===== config.mk =====
export PLATFORM = sky130hd
export DESIGN_NAME = sequencia_controle_param
export DESIGN_NICKNAME = d
export VERILOG_FILES = /design/src/rtl/sequencia_controle_param.sv
export SDC_FILE = /design/constraint.sdc
export NUM_CORES = 1
export LEC_CHECK = 0
export BUFFER_PORTS_ARGS = -buffer_cell sky130_fd_sc_hd__buf_4
export CAP_MARGIN = 20
export CORE_MARGIN = 5
export CORE_UTILIZATION = 45
export DETAILED_ROUTE_END_ITERATION = 6
export PLACE_DENSITY = 0.65
export SYNTH_ARGS = -nofsm -noshare
export SYNTH_HDL_FRONTEND = slang
export SYNTH_SLANG_ARGS = --single-unit
export TNS_END_PERCENT = 30

===== constraint.sdc =====
create_clock -name clock -period 2.85 [get_ports clock]
set_clock_uncertainty 0.15 [all_clocks]
set_input_delay 0.57 -clock clock [delete_from_list [all_inputs] [get_ports clock]]
set_output_delay 0.57 -clock clock [all_outputs]
set_load 0.01 [all_outputs]

===== src/rtl/sequencia_controle_param.sv =====
// Control unit for the sequence-comparison datapath.
// One position per ESPERA/REGISTRA/COMPARACAO pass; a result is held until the next round starts.
// No backpressure: jogada is taken in ESPERA only, igual in COMPARACAO only, iniciar in INICIAL/FIM_* only.
//
// Ports:
//   clock, reset           rising-edge clock, asynchronous active-low reset
//   iniciar, jogada, igual start request, player entry valid, comparator result
//   zeraR, registraR       entry register clear / load strobes
//   endereco, erros        current memory address, mismatch count of the round
//   pronto, acertou,       round finished / no mismatch / >=1 mismatch / ended by timeout
//   errou, timeout
//   db_estado              debug state code
module sequencia_controle_param #(
  parameter int ADDR_W      = 4,
  parameter int DEPTH       = 16,
  parameter int TIMEOUT     = 5000,
  parameter int STOP_ON_ERR = 1
) (
  input  logic              clock,
  input  logic              reset,
  input  logic              iniciar,
  input  logic              jogada,
  input  logic              igual,
  output logic              zeraR,
  output logic              registraR,
  output logic [ADDR_W-1:0] endereco,
  output logic [ADDR_W:0]   erros,
  output logic              pronto,
  output logic              acertou,
  output logic              errou,
  output logic              timeout,
  output logic [3:0]        db_estado
);

  // Timer must hold TIMEOUT-1; keep at least one bit so the disabled case still elaborates.
  localparam int TW = (TIMEOUT < 2) ? 1 : $clog2(TIMEOUT + 1);
  localparam logic [TW-1:0]     TIMER_LAST = TW'((TIMEOUT == 0) ? 0 : TIMEOUT - 1);
  localparam logic [ADDR_W-1:0] ADDR_LAST  = ADDR_W'(DEPTH - 1);
  localparam logic [ADDR_W:0]   ERR_MAX    = (ADDR_W + 1)'(DEPTH);

  // State encoding doubles as the debug code.
  typedef enum logic [3:0] {
    INICIAL     = 4'h0,
    PREPARACAO  = 4'h1,
    ESPERA      = 4'h2,
    REGISTRA    = 4'h4,
    COMPARACAO  = 4'h5,
    PROXIMO     = 4'h6,
    FIM_ACERTO  = 4'hA,
    FIM_TIMEOUT = 4'hD,
    FIM_ERRO    = 4'hE
  } estado_t;

  estado_t           estado;
  estado_t           estado_nxt;
  logic [TW-1:0]     timer;
  logic [TW-1:0]     timer_nxt;
  logic [ADDR_W-1:0] endereco_nxt;
  logic [ADDR_W:0]   erros_nxt;

  // Next-state and datapath-register update.
  always_comb begin
    estado_nxt   = INICIAL;
    endereco_nxt = endereco;
    erros_nxt    = erros;
    timer_nxt    = timer;
    case (estado)
      INICIAL: begin
        estado_nxt = iniciar ? PREPARACAO : INICIAL;
      end
      PREPARACAO: begin
        endereco_nxt = '0;
        erros_nxt    = '0;
        timer_nxt    = '0;
        estado_nxt   = ESPERA;
      end
      ESPERA: begin
        // An entry arriving on the last allowed cycle still counts.
        if (jogada) begin
          estado_nxt = REGISTRA;
        end else if (TIMEOUT != 0 && timer == TIMER_LAST) begin
          estado_nxt = FIM_TIMEOUT;
        end else begin
          estado_nxt = ESPERA;
          if (TIMEOUT != 0) begin
            timer_nxt = timer + 1'b1;
          end
        end
      end
      REGISTRA: begin
        estado_nxt = COMPARACAO;
      end
      COMPARACAO: begin
        if (!igual && erros < ERR_MAX) begin
          erros_nxt = erros + 1'b1;
        end
        // The end-of-round verdict uses the count including this compare.
        if (!igual && STOP_ON_ERR != 0) begin
          estado_nxt = FIM_ERRO;
        end else if (endereco == ADDR_LAST) begin
          estado_nxt = (erros_nxt == '0) ? FIM_ACERTO : FIM_ERRO;
        end else begin
          estado_nxt = PROXIMO;
        end
      end
      PROXIMO: begin
        // Only reached below the last address, so endereco cannot wrap.
        endereco_nxt = endereco + 1'b1;
        timer_nxt    = '0;
        estado_nxt   = ESPERA;
      end
      FIM_ACERTO, FIM_ERRO, FIM_TIMEOUT: begin
        estado_nxt = iniciar ? PREPARACAO : estado;
      end
      default: begin
        estado_nxt = INICIAL;
      end
    endcase
  end

  // State, counters and registered Moore outputs (decoded from the next state).
  always_ff @(posedge clock or negedge reset) begin
    if (!reset) begin
      estado    <= INICIAL;
      endereco  <= '0;
      erros     <= '0;
      timer     <= '0;
      zeraR     <= 1'b1;
      registraR <= 1'b0;
      pronto    <= 1'b0;
      acertou   <= 1'b0;
      errou     <= 1'b0;
      timeout   <= 1'b0;
    end else begin
      estado    <= estado_nxt;
      endereco  <= endereco_nxt;
      erros     <= erros_nxt;
      timer     <= timer_nxt;
      zeraR     <= (estado_nxt == INICIAL) || (estado_nxt == PREPARACAO);
      registraR <= (estado_nxt == REGISTRA);
      pronto    <= (estado_nxt == FIM_ACERTO) || (estado_nxt == FIM_ERRO) ||
                   (estado_nxt == FIM_TIMEOUT);
      acertou   <= (estado_nxt == FIM_ACERTO);
      errou     <= (estado_nxt == FIM_ERRO);
      timeout   <= (estado_nxt == FIM_TIMEOUT);
    end
  end

  // Debug code; any encoding outside the legal set shows as F.
  always_comb begin
    db_estado = 4'hF;
    case (estado)
      INICIAL, PREPARACAO, ESPERA, REGISTRA, COMPARACAO, PROXIMO,
      FIM_ACERTO, FIM_ERRO, FIM_TIMEOUT: db_estado = estado;
      default:                           db_estado = 4'hF;
    endcase
  end

endmodule


==> results.yml, run 1 <==
sta:
  setup_viol: 0
  worst_pin_slew_ps: 660
  rsz0062_at_grt: "no"
  setup_tns_ps: 0
  slew_headroom_pct: 56.0
  fmax_ghz: 0.425
  slew_violations: 0
  period_minus_slack_ps: 2350
  post-route-period-util_pct: 82.6
  hold_viol_final: 0
synth:
  async_flop_share_pct: 100
  synth-edff-count: 0
  synth_flop_cell: "dfrtp_1"
  synth_area_um2: 1710
  synth_area_per_cell_um2: 9.64
  syn_nets: 185
  netlist-cell-type-count: 44
  synth_seq_cells: 32
  synthCells: 177
  yosysSeqAreaShare_pct: 47.0
  ys.warnings.count: 0
detailed_routing:
  wl_met3_um: 171
  route.met2.wl_um: 1970
  drc_errors: 0
  dr.pass1.iters: 4
  drt-initial-drc-count: 98
  drt-wirelength-per-cell_um: 15.6
  via_per_inst: 5.65
  top_layer_used: "met4"
  ant_nets: 0
  wirelength_um: 3930
  vias: 1424
  met1Wirelength_um: 1730
layout:
  seq_area_um2: 802
  layout.nets: 211
  syn_to_final_growth_pct: 18.8
  drive_above_1_share_pct: 18.6
  multiInputGateArea_um2: 867
  fillers: 342
  utilization_pct: 55.4
  final_area_um2: 2030
  diodes: 0
flow_run:
  maxCapViolations: 0
global_routing:
  grt_antenna_before_repair: 0
  first_global_vias: 1425
  track_usage_pct: 16.8
  grt_pass1_wl_um: 6800
  grt_overflow: 0
  grt_max_degree: 33
die:
  core_area_um2: 3660
  die_h_um: 71.6
  num_rows: 22
  die-area_um2: 5120
  initial_utilization_pct: 46.6
  ios: 24
  die_w_um: 71.6
setup_path:
  worstPathArrival_ps: 2380
  required_ps: 2880
  start_kind: "register"
  critPathKind: "register to register"
  cp-end-kind: "register"
  cp_max_fo: 5
placed_design:
  dp_hpwl_um: 2770
  gp_congestion: 0.765
  postPlaceCellArea_um2: 1930
  portBuffers: 23
clock_network:
  cts_buffer_depth: 2
  postCtsHoldBufs: 0
  clkSinkCount: 32
  insertion_delay_ps: 290
  clk_pin_slew_ps: 70
  root_buffer: "clkbuf_8"
  h-tree-depth: 2
  cts_tree: "yes"
  postCtsSetupRepairBufs: 0
  cts_resized: 0
  cts_buffers: 5
power_and_ir_drop:
  power_density_nw_per_um2: 778
  power_w: 0.00158
  vdd_ir_drop_max_v: 0.000444
  power.leakage_nw: 1.03
worst_hold_path:
  hp-class: "input port to asynchronous set/reset pin"
run_status:
  status: "completed"
-- area by class of cell --
type / count / share of cell area [%]
Multi-Input combinational cell: 135 / 42.8
Sequential cell: 32 / 39.5
Timing Repair Buffer: 24 / 8.88
Clock buffer: 8 / 4.94
Tap cell: 48 / 2.96
Inverter: 5 / 0.925
-- layout by cell type (no fill, tap or decap), types with 2 or more instances in the layout --
cell type,instances
a21o_1,4
a21oi_1,10
a221oi_1,2
a22o_1,2
a31oi_1,4
and2_1,2
and3_1,3
and4b_1,2
buf_4,24
clkbuf_8,7
dfrtp_1,31
ha_1,3
inv_1,5
mux2i_1,4
nand2_1,19
nand2b_1,4
nand3_1,7
nand4_1,6
nor2_1,22
nor2b_1,2
nor3b_1,2
nor4b_1,2
o21ai_0,6
o22a_1,2
o31ai_1,2
xor2_1,7
-- routing by layer --
| layer | vias up | global-route usage (%) |
|---|---|---|
| met1 | 702 | 19.9 |
| met3 | 6 | 5.05 |
| met4 | 0 | 6.47 |
| li1 | 692 | - |
| met2 | 24 | 28.5 |
| met5 | - | 0 |
-- registers in the layout (all words and copies together), names as in the netlist --
name / count
endereco: 4
pronto: 1
registraR: 1
timer: 13
estado: 4
zeraR: 1
errou: 1
timeout: 1
acertou: 1
erros: 5
-- cells in the mapped netlist (all sizes together), types with 2 or more instances --
cell,n,area [um^2]
a21oi,10,50.1
nor4b,3,41.3
xor2,7,61.3
o21ai,6,30.0
a22o,2,17.5
nand2b,4,25.0
a21o,4,30.0
o31ai,2,15.0
nand4,6,37.5
nand3,7,35.0
and4b,2,20.0
and2,2,12.5
nor3b,2,15.0
nand2,19,71.3
clkbuf,5,18.8
nor2,22,82.6
inv,5,18.8
dfrtp,31,776
a31oi,4,25.0
ha,3,37.5
and3,4,30.0
mux2i,4,40.0
a221oi,2,17.5
nor2b,2,12.5
o22a,2,17.5
-- power by group --
part	internal (W)	total, W	switching, W
logic	0.000256	0.000559	0.000304
registers	0.000532	0.000637	0.000106
clock network	0.000220	0.000382	0.000162
total	0.00101	0.00158	0.000571
-- kinds of logic after synthesis --
family                   count (synthesis)  share of synthesized area (%)
XOR/XNOR                                 8                           4.11
AND/OR/NAND/NOR                         83                           27.6
AO/OA/AOI/OAI                           36                           13.9
flip-flops                              32                           47.0
multiplexers                             5                           3.01
adder cells (fa/ha/maj)                  3                           2.20
buffers and inverters                   10                           2.20
-- stage by stage --
| stage | instances | hold WS [ps] | worst slack (ps) |
|---|---|---|---|
| global placement | 244 | 306 | 609 |
| floorplan | 177 | 124 | 836 |
| global route | 252 | 82.2 | 330 |
| detailed placement | 244 | 320 | 563 |
| CTS | 252 | 60.7 | 503 |
| finish | 252 | 54.0 | 495 |
-- worst paths after layout --
check	start	to	depth (start not counted)	slack, ps
max reg2reg	timer[0]	errou	5	500
min	reset	erros[1]	1	50
min reg2reg	timer[12]	timer[12]	1	330
min in group clock	timer[12]	timer[12]	1	330
max in group asynchronous	reset	zeraR	1	2160
max	timer[0]	errou	5	500
-- worst max-delay path, stage by stage (launching register included) --
cell      delay [ps]
dfrtp_1          380
ha_1             240
nor4bb_1         500
nand3_1          210
or3_1            440
a221oi_1         340
Note: power is estimated with default switching activity, not from simulation.
==> inputs of run 2 (changes only) <==
- PLACE_DENSITY: 0.65 -> 0.68
- clock period: 2.85 -> 2 ns (I/O delays scaled with it)
==> results.yml, run 2 (synthesis results as in run 1) <==
layout:
  final_common_cell: "buf_4"
  top_register: "timer"
  diodes: 0
  layout.nets: 232
  drive_above_1_share_pct: 28.4
  syn_to_final_growth_pct: 31.4
  largest_reg_flops: 13
  top_regs: "timer: 13 flops, erros: 5 flops"
  layout_common_cells: "buf_4 (44), dfrtp_1 (31), nor2_1 (22)"
  fin_cells: 273
die:
  die_w_um: 71.6
  die-area_um2: 5120
  ios: 24
  initial_utilization_pct: 46.6
  die_h_um: 71.6
  num_rows: 22
  core_area_um2: 3660
sta:
  hold_viol_final: 0
  post-route-period-util_pct: 102
  period_minus_slack_ps: 2030
  layout_setup_ws_ps: -33.3
  slew_violations: 0
  setup_viol: 3
  rsz0062_at_grt: "yes"
  fmax_ghz: 0.492
  worst_pin_slew_ps: 517
  slew_headroom_pct: 65.4
clock_network:
  h-tree-depth: 2
  cts_tree: "yes"
  clkSinkCount: 32
  cts_buffers: 5
  clk_pin_slew_ps: 70
  root_buffer: "clkbuf_8"
  cts_buffer_depth: 2
  insertion_delay_ps: 280
setup_path:
  cp_max_fo: 5
  rrSetupSlack_ps: -30
  cp-end-kind: "register"
  r2r_end: "timer[3]"
  start_kind: "register"
  crit_start: "estado[3]"
  crit_end: "timer[3]"
  critPathKind: "register to register"
  worstPathArrival_ps: 2060
  ff2ff_path_depth: 5
  required_ps: 2030
  rr_startpoint: "estado[3]"
placed_design:
  portBuffers: 23
  dp.cells: 263
  gp_congestion: 0.797
  dp_hpwl_um: 2830
global_routing:
  grt_max_degree: 33
  first_global_vias: 1442
  track_usage_pct: 16.1
  grt_pass1_wl_um: 6620
  grt_antenna_before_repair: 0
  grt_overflow: 0
detailed_routing:
  drc_errors: 0
  dr.pass1.iters: 4
  drt-wirelength-per-cell_um: 14.2
  drt-initial-drc-count: 58
  via_per_inst: 5.55
  wirelength_um: 3880
  vias: 1516
  ant_nets: 0
power_and_ir_drop:
  power_density_nw_per_um2: 1100
  power.leakage_nw: 1.14
  power_w: 0.00247
  vdd_ir_drop_max_v: 0.000644
run_status:
  status: "finished, violations left"
  violations: "negative setup slack"
worst_hold_path:
  hp-class: "register to register"
flow_run:
  maxCapViolations: 0
-- run 2: changes by cell type in the layout (fill, tap and decap cells not counted), sizes merged --
cell / delta
dlygate4sd3: +1
clkbuf: -3
clkinv: +1
bufinv: +1
clkinvlp: +1
buf: +20
-- run 2: worst max-delay path, cell delays in order (launching register included) --
cell and delay, ps:
dfrtp_1 380, or4b_4 580, a311oi_1 440, nand3_1 160
xor2_1 160, nor2_1 50
-- run 2: worst min-delay path by stage --
stage               from         to  slack, ps  cells past startpoint
2_1_floorplan      reset    acertou        -50                      0
4_1_cts        timer[12]  timer[12]        330                      1
3_5_place_dp       reset   erros[2]        220                      1
5_1_grt        timer[12]  timer[12]        340                      1
6_report       timer[12]  timer[12]        330                      1
3_3_place_gp       reset   erros[2]        210                      1
-- run 2: layout make-up --
class | count | area [um^2]
fill | 318 | 1420
multi-input combinational | 135 | 910
sequential | 32 | 802
timing repair buffer | 45 | 340
clock buffer | 5 | 68.8
tap | 48 | 60.1
clock inverter | 3 | 42.5
inverter | 5 | 18.8
-- run 2: repair_timing --
item                       CTS  global route
gates resized for setup      3             3
buffers inserted             0             1
hold endpoints to repair    31             0
setup endpoints to repair    5            14
hold buffers                 1             0
pin swaps                    0             2
-- run 2: where the power goes --
part	internal [W]	switching (W)	leakage, nW
clock network	0.000368	0.000247	0.0541
logic	0.000494	0.000534	0.650
registers	0.000758	0.0000643	0.436
total	0.00162	0.000845	1.14
-- run 2: stage by stage --
step / setup TNS [ps] / hold WS [ps] / instance area (um^2) / utilization (%) / worst slack [ps]
final: -44.0 / 329 / 2240 / 61.2 / -33.3
after global routing: -1040 / 338 / 2240 / 61.2 / -160
after CTS: -35.6 / 326 / 2210 / 60.4 / -29.8
after detailed placement: -100 / 217 / 2070 / 56.6 / -57.2
after floorplan: -14.1 / -45.6 / 1710 / - / -14.1
after global placement: 0 / 207 / 2070 / 56.6 / 18.4
-- run 2: metal layers --
metal  track usage [%]  routed length [um]  vias to the layer above
li1                  -                   -                      734
met1              21.0                1690                      749
met2              25.9                1970                       29
met3              4.77                 186                        4
met4              5.01                  33                        0
met5                 0                   0                        -
